$ cat src/rtl/ascon_sbox_layer_folded.sv
// Folded Ascon substitution layer: LANES S-boxes sweep the 64 bit-slice
// columns of a 320-bit state over 64/LANES cycles behind valid/ready.
package ascon_pkg;
  typedef struct packed {
    logic [63:0] x0;
    logic [63:0] x1;
    logic [63:0] x2;
    logic [63:0] x3;
    logic [63:0] x4;
  } ascon_state_t;
endpackage

module ascon_sbox_layer_folded
  import ascon_pkg::*;
#(
  parameter int LANES = 8
) (
  input  logic         clk_i,
  input  logic         rst_ni,
  input  ascon_state_t state_i,
  input  logic         valid_i,
  output logic         ready_o,
  output ascon_state_t state_o,
  output logic         valid_o,
  input  logic         ready_i,
  output logic         busy_o
);

  localparam int NCHUNK = 64 / LANES;
  localparam int CW = (NCHUNK > 1) ? $clog2(NCHUNK) : 1;

  if (!(LANES == 1 || LANES == 2 || LANES == 4 || LANES == 8 ||
        LANES == 16 || LANES == 32 || LANES == 64)) begin : g_bad_lanes
    $error("LANES must be one of 1,2,4,8,16,32,64");
  end

  typedef enum logic [1:0] {IDLE, BUSY, DONE} fsm_e;

  fsm_e         state_q, state_d;
  ascon_state_t work_q, work_d;
  logic [CW-1:0] cnt_q, cnt_d;
  logic          last;
  logic          load;
  logic [5:0]    base;
  logic [5:0]    idx  [LANES];
  logic [4:0]    sb_o [LANES];

  function automatic logic [4:0] sbox(input logic [4:0] x);
    unique case (x)
      5'h00: return 5'h04;  5'h01: return 5'h0B;
      5'h02: return 5'h1F;  5'h03: return 5'h14;
      5'h04: return 5'h1A;  5'h05: return 5'h15;
      5'h06: return 5'h09;  5'h07: return 5'h02;
      5'h08: return 5'h1B;  5'h09: return 5'h05;
      5'h0A: return 5'h08;  5'h0B: return 5'h12;
      5'h0C: return 5'h1D;  5'h0D: return 5'h03;
      5'h0E: return 5'h06;  5'h0F: return 5'h1C;
      5'h10: return 5'h1E;  5'h11: return 5'h13;
      5'h12: return 5'h07;  5'h13: return 5'h0E;
      5'h14: return 5'h00;  5'h15: return 5'h0D;
      5'h16: return 5'h11;  5'h17: return 5'h18;
      5'h18: return 5'h10;  5'h19: return 5'h0C;
      5'h1A: return 5'h01;  5'h1B: return 5'h19;
      5'h1C: return 5'h16;  5'h1D: return 5'h0A;
      5'h1E: return 5'h0F;  5'h1F: return 5'h17;
      default: return 5'h00;
    endcase
  endfunction

  assign last = (cnt_q == CW'(NCHUNK - 1));
  assign load = valid_i & ready_o;
  assign base = 6'(cnt_q) * 6'(LANES);

  // Only the LANES columns of the current chunk go through an S-box.
  for (genvar l = 0; l < LANES; l++) begin : g_lane
    assign idx[l]  = base + 6'(l);
    assign sb_o[l] = sbox({work_q.x0[idx[l]], work_q.x1[idx[l]],
                           work_q.x2[idx[l]], work_q.x3[idx[l]],
                           work_q.x4[idx[l]]});
  end

  always_ff @(posedge clk_i or negedge rst_ni) begin
    if (!rst_ni) state_q <= IDLE;
    else         state_q <= state_d;
  end

  always_comb begin
    state_d = state_q;
    unique case (state_q)
      IDLE:    if (valid_i) state_d = BUSY;
      BUSY:    if (last) state_d = DONE;
      DONE:    if (ready_i) state_d = valid_i ? BUSY : IDLE;
      default: state_d = IDLE;
    endcase
  end

  always_comb begin
    ready_o = 1'b0;
    valid_o = 1'b0;
    busy_o  = 1'b1;
    unique case (state_q)
      IDLE: begin
        ready_o = 1'b1;
        busy_o  = 1'b0;
      end
      DONE: begin
        valid_o = 1'b1;
        ready_o = ready_i;
      end
      default: ;
    endcase
  end

  always_comb begin
    work_d = work_q;
    cnt_d  = cnt_q;
    if (state_q == BUSY) begin
      for (int l = 0; l < LANES; l++) begin
        work_d.x0[idx[l]] = sb_o[l][4];
        work_d.x1[idx[l]] = sb_o[l][3];
        work_d.x2[idx[l]] = sb_o[l][2];
        work_d.x3[idx[l]] = sb_o[l][1];
        work_d.x4[idx[l]] = sb_o[l][0];
      end
      if (!last) cnt_d = cnt_q + CW'(1);
    end else if (load) begin
      work_d = state_i;
      cnt_d  = '0;
    end
  end

  always_ff @(posedge clk_i or negedge rst_ni) begin
    if (!rst_ni) begin
      work_q <= '0;
      cnt_q  <= '0;
    end else begin
      work_q <= work_d;
      cnt_q  <= cnt_d;
    end
  end

  assign state_o = work_q;

endmodule
$ cat config.mk
export PLATFORM = sky130hd
export DESIGN_NAME = ascon_sbox_layer_folded
export DESIGN_NICKNAME = d
export VERILOG_FILES = /design/src/rtl/ascon_sbox_layer_folded.sv
export SDC_FILE = /design/constraint.sdc
export NUM_CORES = 1
export LEC_CHECK = 0
export BUFFER_PORTS_ARGS = -buffer_cell sky130_fd_sc_hd__buf_2
export CAP_MARGIN = 25
export CORE_AREA = 2 2 249 251
export CTS_CLUSTER_SIZE = 30
export DETAILED_ROUTE_END_ITERATION = 12
export DIE_AREA = 0 0 251 253
export PLACE_DENSITY = 0.54
export SETUP_SLACK_MARGIN = 0.4
export SYNTH_ARGS = -nofsm -noshare
export SYNTH_HDL_FRONTEND = slang
export SYNTH_SLANG_ARGS = --single-unit
$ cat constraint.sdc
create_clock -name clk_i -period 5.22 [get_ports clk_i]
set_clock_uncertainty 0.15 [all_clocks]
set_input_delay 1.044 -clock clk_i [delete_from_list [all_inputs] [get_ports clk_i]]
set_output_delay 1.044 -clock clk_i [all_outputs]
set_load 0.005 [all_outputs]
==> flow_summary_export.csv, run 1 <==
group,metric,value,unit
detailed_routing,via_per_inst,5.78,
setup_path,cp_max_fo,35,
logic_synthesis,ys_types,58,
die,num_rows,91,
logic_synthesis,synthArstFlopShare,100,%
detailed_routing,vias,19600,
place,port_buffers,646,
finish,fillers,6333,
detailed_routing,antenna_left,0,
detailed_routing,avgRoutedWirePerCell,29.5,um
setup_path,criticalPathCategory,"register to register",
clock_network,cts.repair.resized,0,
sta,tightest_slew,1.09,ns
place,post-dp-hpwl,72900,um
logic_synthesis,yosysTopAreaCell,"dfrtp_1",
clock_network,postCtsSetupBuffers,0,
sta,fmax,226,MHz
setup_path,crit_chain,"buf_4 > nand2_2 > buf_4 > nor2_1 > nor3_1 > xnor2_1 > mux2i_1 > o21ai_0 > a21oi_1",
logic_synthesis,synth-seq-cells,325,
clock_network,cts_tree,"done",
logic_synthesis,syn_area_per_cell,9.22,sq um
setup_path,worstSetupStartpoint,"cnt_q[2]",
run,drv_cap,0,
finish,syn_to_final_growth,29.1,%
sta,slew_headroom,25.0,%
detailed_routing,drtIter0Drc,1851,
die,core-area,0.0610,sq mm
setup_path,crit_slowest_cell,"mux2i_1",
global_route,globalRouteTotalUtil,30.2,%
setup_path,worst_ep_required_time,5.53,ns
setup_path,crit_family,"simple AND/OR/NAND/NOR gates",
sta,rsz0062_at_grt,"false",
setup_path,critPathLaunchType,"register",
global_route,grt_max_degree,101,
finish,layout_commonest_cell,"buf_2",
setup_path,crit_top_cell,"buf_4",
finish,seqCellArea,0.00814,sq mm
logic_synthesis,synth-edff-count,0,
logic_synthesis,netlist_area,0.0183,sq mm
detailed_routing,drc_errors,0,
global_route,grt_pass1_wl,141000,um
logic_synthesis,syn-instance-count,1987,
logic_synthesis,yosysWarnings,0,
detailed_routing,routed_wl,99600,um
sta,period_minus_slack,4.43,ns
run_status,status,"finished clean",
clock_network,numCtsBuffers,39,
place,routabilityCongestion,0.883,
global_route,grt_pass1_vias,19600,
clock_network,clk_pin_slew,0.07,ns
finish,multi_input_area,0.00943,sq mm
clock_network,cts_sinks,325,
clock_network,hold_buffers,0,
logic_synthesis,synth_top_area_share,44.4,%
finish,final_cell_mix,"645 x buf_2, 322 x dfrtp_1, 239 x nor2_1",
clock_network,clkLatencyLatePin,0.57,ns
finish,post_route_cells_drive_above_1_share,34.5,%
setup_path,endpoint_kind,"register",
sta,hold_violations,0,
logic_synthesis,netlist_top_cells_area,"dfrtp_1 44%, a211oi_1 7.0%, a21oi_1 6.4%",
die,dieArea,0.0635,sq mm
worst_hold_path,min_path_type,"input port to asynchronous set/reset pin",
global_route,gr-total-overflow,0,
logic_synthesis,ys_seq_area_share,44.4,%
detailed_routing,first_pass_iters,6,
logic_synthesis,ys.flop_type,"dfrtp_1",
clock_network,clockRootBuffer,"clkbuf_16",
sta,fin_tns_setup,0,ns
logic_synthesis,syn_nets,2329,
sta,finalSetupViolCount,0,
global_route,antenna_found_initial,9,
sta,slew_viol_final,0,
sta,period_share,84.8,%
setup_path,slowest_delay,0.93,ns
setup_path,path_buf_inv,2,
clock_network,htree_num_levels,2,
setup_path,cp.arrival,4.74,ns
die,fp.dieH,253,um
die,start_util,30.0,%
finish,fin_nets,2900,
clock_network,cts_buffer_depth,3,
die,fp.dieW,251,um
setup_path,r2r_start,"cnt_q[2]",
die,io_pins,647,
## logic make-up after synthesis
logic type / count (synthesis) / share of synthesized area, %
buffers and inverters: 192 / 4.63
AOI/OAI and AO/OA: 735 / 26.9
adders and majority gates: 30 / 1.93
and+or+nand+nor: 520 / 11.3
muxes: 145 / 8.67
DFF: 325 / 44.4
xor gates and xnor gates: 40 / 2.16
## worst register-to-register path, cell delays in order (launching register included)
cell     delay, ns
dfrtp_4       0.55
buf_4         0.29
nand2_2       0.51
buf_4         0.36
nor2_1        0.11
nor3_1        0.78
xnor2_1       0.26
mux2i_1       0.93
o21ai_0       0.19
a21oi_1       0.20
## registers in the layout, indices dropped and copies added, names as in the netlist
signal,flops
state_q,2
state_o,320
cnt_q,3
## metal layers
| layer | track usage [%] | share of wire [%] | up-vias | wire (um) |
|---|---|---|---|---|
| met5 | 0 | 0.024 | - | 24 |
| met1 | 39.9 | 42 | 9862 | 41400 |
| li1 | - | - | 8440 | - |
| met3 | 4.54 | 7.0 | 168 | 6980 |
| met2 | 50.6 | 48 | 1082 | 48000 |
| met4 | 9.69 | 3.2 | 4 | 3160 |
## synth_stat cells (all sizes together), types with 2 or more instances
| library cell | count |
|---|---|
| a22oi | 99 |
| o211ai | 2 |
| a311oi | 7 |
| o21ai | 103 |
| o32ai | 4 |
| nand2 | 222 |
| inv | 23 |
| nand2b | 5 |
| a31o | 4 |
| or2 | 6 |
| a21oi | 237 |
| nor3b | 2 |
| mux2i | 106 |
| a211o | 3 |
| maj3 | 12 |
| nor2 | 246 |
| clkbuf | 128 |
| o22ai | 17 |
| or3 | 5 |
| xnor2 | 33 |
| ha | 18 |
| xor2 | 7 |
| mux2 | 39 |
| dfrtp | 325 |
| nand3 | 4 |
| buf | 41 |
| nor2b | 6 |
| o221ai | 52 |
| and2 | 2 |
| a221oi | 2 |
| a31oi | 6 |
| nor3 | 21 |
| a211oi | 194 |
## final cells by class
| type | count | area share, % |
|---|---|---|
| clock buffer | 57 | 4.81 |
| tap | 790 | 4.18 |
| inverter | 23 | 0.365 |
| antenna | 8 | 0.0847 |
| clock inverter | 9 | 0.296 |
| sequential | 325 | 34.5 |
| timing repair buffer | 699 | 15.9 |
| multi-input combinational | 1470 | 39.9 |
## worst paths after layout
check,cells past startpoint,slack (ns),to
max in group asynchronous,2,3.31,state_o[120]
max,9,0.79,state_o[146]
min in group clk_i,2,0.36,state_o[124]
min reg2reg,2,0.36,state_o[124]
min,1,0.35,state_o[23]
max reg2reg,9,0.79,state_o[146]
## stage by stage
step	instance area, sq um	worst slack, ns	cells	utilization, %	hold slack [ns]
6_report	23600	0.794	3381	38.7	0.348
3_5_place_dp	22400	0.754	3305	36.7	0.345
5_1_grt	23600	0.586	3380	38.7	0.385
2_1_floorplan	18300	2.18	1987	-	0.340
3_3_place_gp	22300	0.837	3302	36.6	0.339
4_1_cts	23600	0.720	3371	38.6	0.361
Power of run 1 is not shown: default switching activity piles up to over one toggle a cycle in this logic, so the estimate is an artifact.
==> run 2, diff against run 1 <==
--- a/config.mk
+++ b/config.mk
@@ -7,11 +7,11 @@
 export LEC_CHECK = 0
 export BUFFER_PORTS_ARGS = -buffer_cell sky130_fd_sc_hd__buf_2
 export CAP_MARGIN = 25
-export CORE_AREA = 2 2 249 251
+export CORE_AREA = 2 2 251 253
 export CTS_CLUSTER_SIZE = 30
 export DETAILED_ROUTE_END_ITERATION = 12
-export DIE_AREA = 0 0 251 253
-export PLACE_DENSITY = 0.54
+export DIE_AREA = 0 0 253 255
+export PLACE_DENSITY = 0.53
 export SETUP_SLACK_MARGIN = 0.4
 export SYNTH_ARGS = -nofsm -noshare
 export SYNTH_HDL_FRONTEND = slang
==> constraint.sdc (replaced) <==
create_clock -name clk_i -period 4.55 [get_ports clk_i]
set_clock_uncertainty 0.15 [all_clocks]
set_input_delay 0.91 -clock clk_i [delete_from_list [all_inputs] [get_ports clk_i]]
set_output_delay 0.91 -clock clk_i [all_outputs]
set_load 0.005 [all_outputs]
==> run 2 against run 1 <==
  * Fmax increased by 9.4%
  * Cell count up 1.2%
  * First-iteration DRC count grew 0.38%
  * Non-clock buffer count rose by 31
  * Count of clock-buffer cells in the layout increased by 4
  * Critical path depth rose by 2
  * Setup slack worse by 0.29 ns
==> flow_summary_export.csv, run 2 (synthesized netlist as in run 1, its figures left out) <==
group,metric,value,unit
place,place_area,0.0227,sq mm
global_route,gr-total-overflow,0,
clock_network,cts_sinks,325,
sta,fmax,247,MHz
setup_path,r2r_start,"cnt_q[0]",
setup_path,crit_slowest_cell,"xnor2_1",
die,dieArea,0.0645,sq mm
clock_network,cts_tree,"done",
global_route,grt_max_degree,151,
sta,period_share,88.9,%
die,core-area,0.0622,sq mm
global_route,grt_pass1_vias,19800,
die,io_pins,647,
finish,fin_nets,2932,
setup_path,crit_chain,"buf_12 > mux2i_1 > nor2_1 > nor3_1 > buf_4 > inv_1 > ha_1 > nor3b_1 > a2111oi_2 > xnor2_1 > a211oi_1",
detailed_routing,avgRoutedWirePerCell,29.1,um
place,port_buffers,646,
die,fp.dieH,255,um
sta,finalSetupViolCount,0,
setup_path,criticalPathCategory,"register to register",
sta,tightest_slew,1.07,ns
finish,syn_to_final_growth,31.4,%
detailed_routing,drtIter0Drc,1858,
clock_network,htree_num_levels,2,
sta,fin_tns_setup,0,ns
setup_path,path_buf_inv,3,
global_route,globalRouteTotalUtil,29.7,%
finish,final_cell_mix,"645 x buf_2, 322 x dfrtp_1, 239 x nor2_1",
place,routabilityCongestion,0.919,
detailed_routing,via_per_inst,5.75,
clock_network,postCtsSetupBuffers,0,
clock_network,clk_pin_slew,0.06,ns
sta,rsz0062_at_grt,"false",
finish,fin_area,0.0241,sq mm
run_status,status,"finished clean",
place,post-place-ws,0.541,ns
run,drv_cap,0,
finish,post_route_cells_drive_above_1_share,35.4,%
detailed_routing,first_pass_iters,5,
sta,period_minus_slack,4.05,ns
setup_path,slowest_delay,0.76,ns
worst_hold_path,min_path_type,"input port to asynchronous set/reset pin",
setup_path,worst_ep_required_time,4.79,ns
sta,slew_headroom,28.1,%
clock_network,cts_buffer_depth,3,
setup_path,r2r_cells,11,
place,post-dp-hpwl,74000,um
global_route,antenna_found_initial,6,
clock_network,hold_buffers,0,
detailed_routing,drc_errors,0,
setup_path,endpoint_kind,"register",
finish,largest_register_ffs,320,
clock_network,clkLatencyLatePin,0.56,ns
setup_path,crit_family,"XOR/XNOR gates",
setup_path,cp.arrival,4.29,ns
clock_network,clockRootBuffer,"clkbuf_16",
setup_path,worst-path-stages,11,
setup_path,cp_max_fo,30,
die,start_util,29.5,%
sta,hold_violations,0,
setup_path,critPathLaunchType,"register",
setup_path,r2r_end,"state_o[227]",
die,num_rows,92,
detailed_routing,vias,19700,
global_route,grt_pass1_wl,139000,um
sta,slew_viol_final,0,
clock_network,numCtsBuffers,40,
detailed_routing,routed_wl,99500,um
detailed_routing,antenna_left,0,
sta,setup_ws,0.503,ns
finish,layout_commonest_cell,"buf_2",
setup_path,regToRegSetupSlack,0.50,ns
die,fp.dieW,253,um
## run 2: cell count changes in the layout (fill, tap and decap cells not counted), sizes merged
cell / change
buf: +31
bufinv: +1
clkbuf: +4
clkinv: -3
clkinvlp: +2
diode: -4
## run 2: how the worst max path moves through the flow
| stage | startpoint | to | slack, ns |
|---|---|---|---|
| detailed placement | cnt_q[0] | state_o[270] | 0.54 |
| finish | cnt_q[0] | state_o[227] | 0.50 |
| global placement | cnt_q[0] | state_o[262] | 0.55 |
| CTS | cnt_q[0] | state_o[262] | 0.56 |
| global route | cnt_q[0] | state_o[227] | 0.40 |
| floorplan | cnt_q[0] | state_o[241] | 1.51 |
## run 2: final cells by class
type                    count  area [sq um]
diodes                      4          10.0
repair buffers            730          4040
fillers                  6383         38100
well taps                 799          1000
multi-input cells        1470          9450
inverters                  23          86.3
flip-flops and latches    325          8140
clock buffers              61          1220
clock inverters             9           104
## run 2: what timing repair did
| item | in CTS | in global routing |
|---|---|---|
| endpoints found under the hold margin | 0 | 0 |
| endpoints found under the setup margin | 0 | 9 |
| resized for setup | 0 | 2 |
## run 2: layer usage
layer / part of all wire [%] / routed length, um / vias to the layer above / GRT usage [%]
met1: 41 / 40800 / 9952 / 38.4
met3: 7.4 / 7380 / 174 / 5.23
met5: 0.023 / 23 / - / 0
met2: 49 / 48300 / 1027 / 50.1
met4: 3.0 / 2950 / 4 / 10.1
li1: - / - / 8510 / -
## run 2: per-stage QoR
step / hold slack, ns / cells / utilization [%]
2_1_floorplan: 0.340 / 1987 / -
3_3_place_gp: 0.359 / 3345 / 36.4
3_5_place_dp: 0.365 / 3347 / 36.5
4_1_cts: 0.246 / 3417 / 38.7
5_1_grt: 0.293 / 3420 / 38.7
6_report: 0.232 / 3421 / 38.7
Power of run 2 is left out for the same reason.
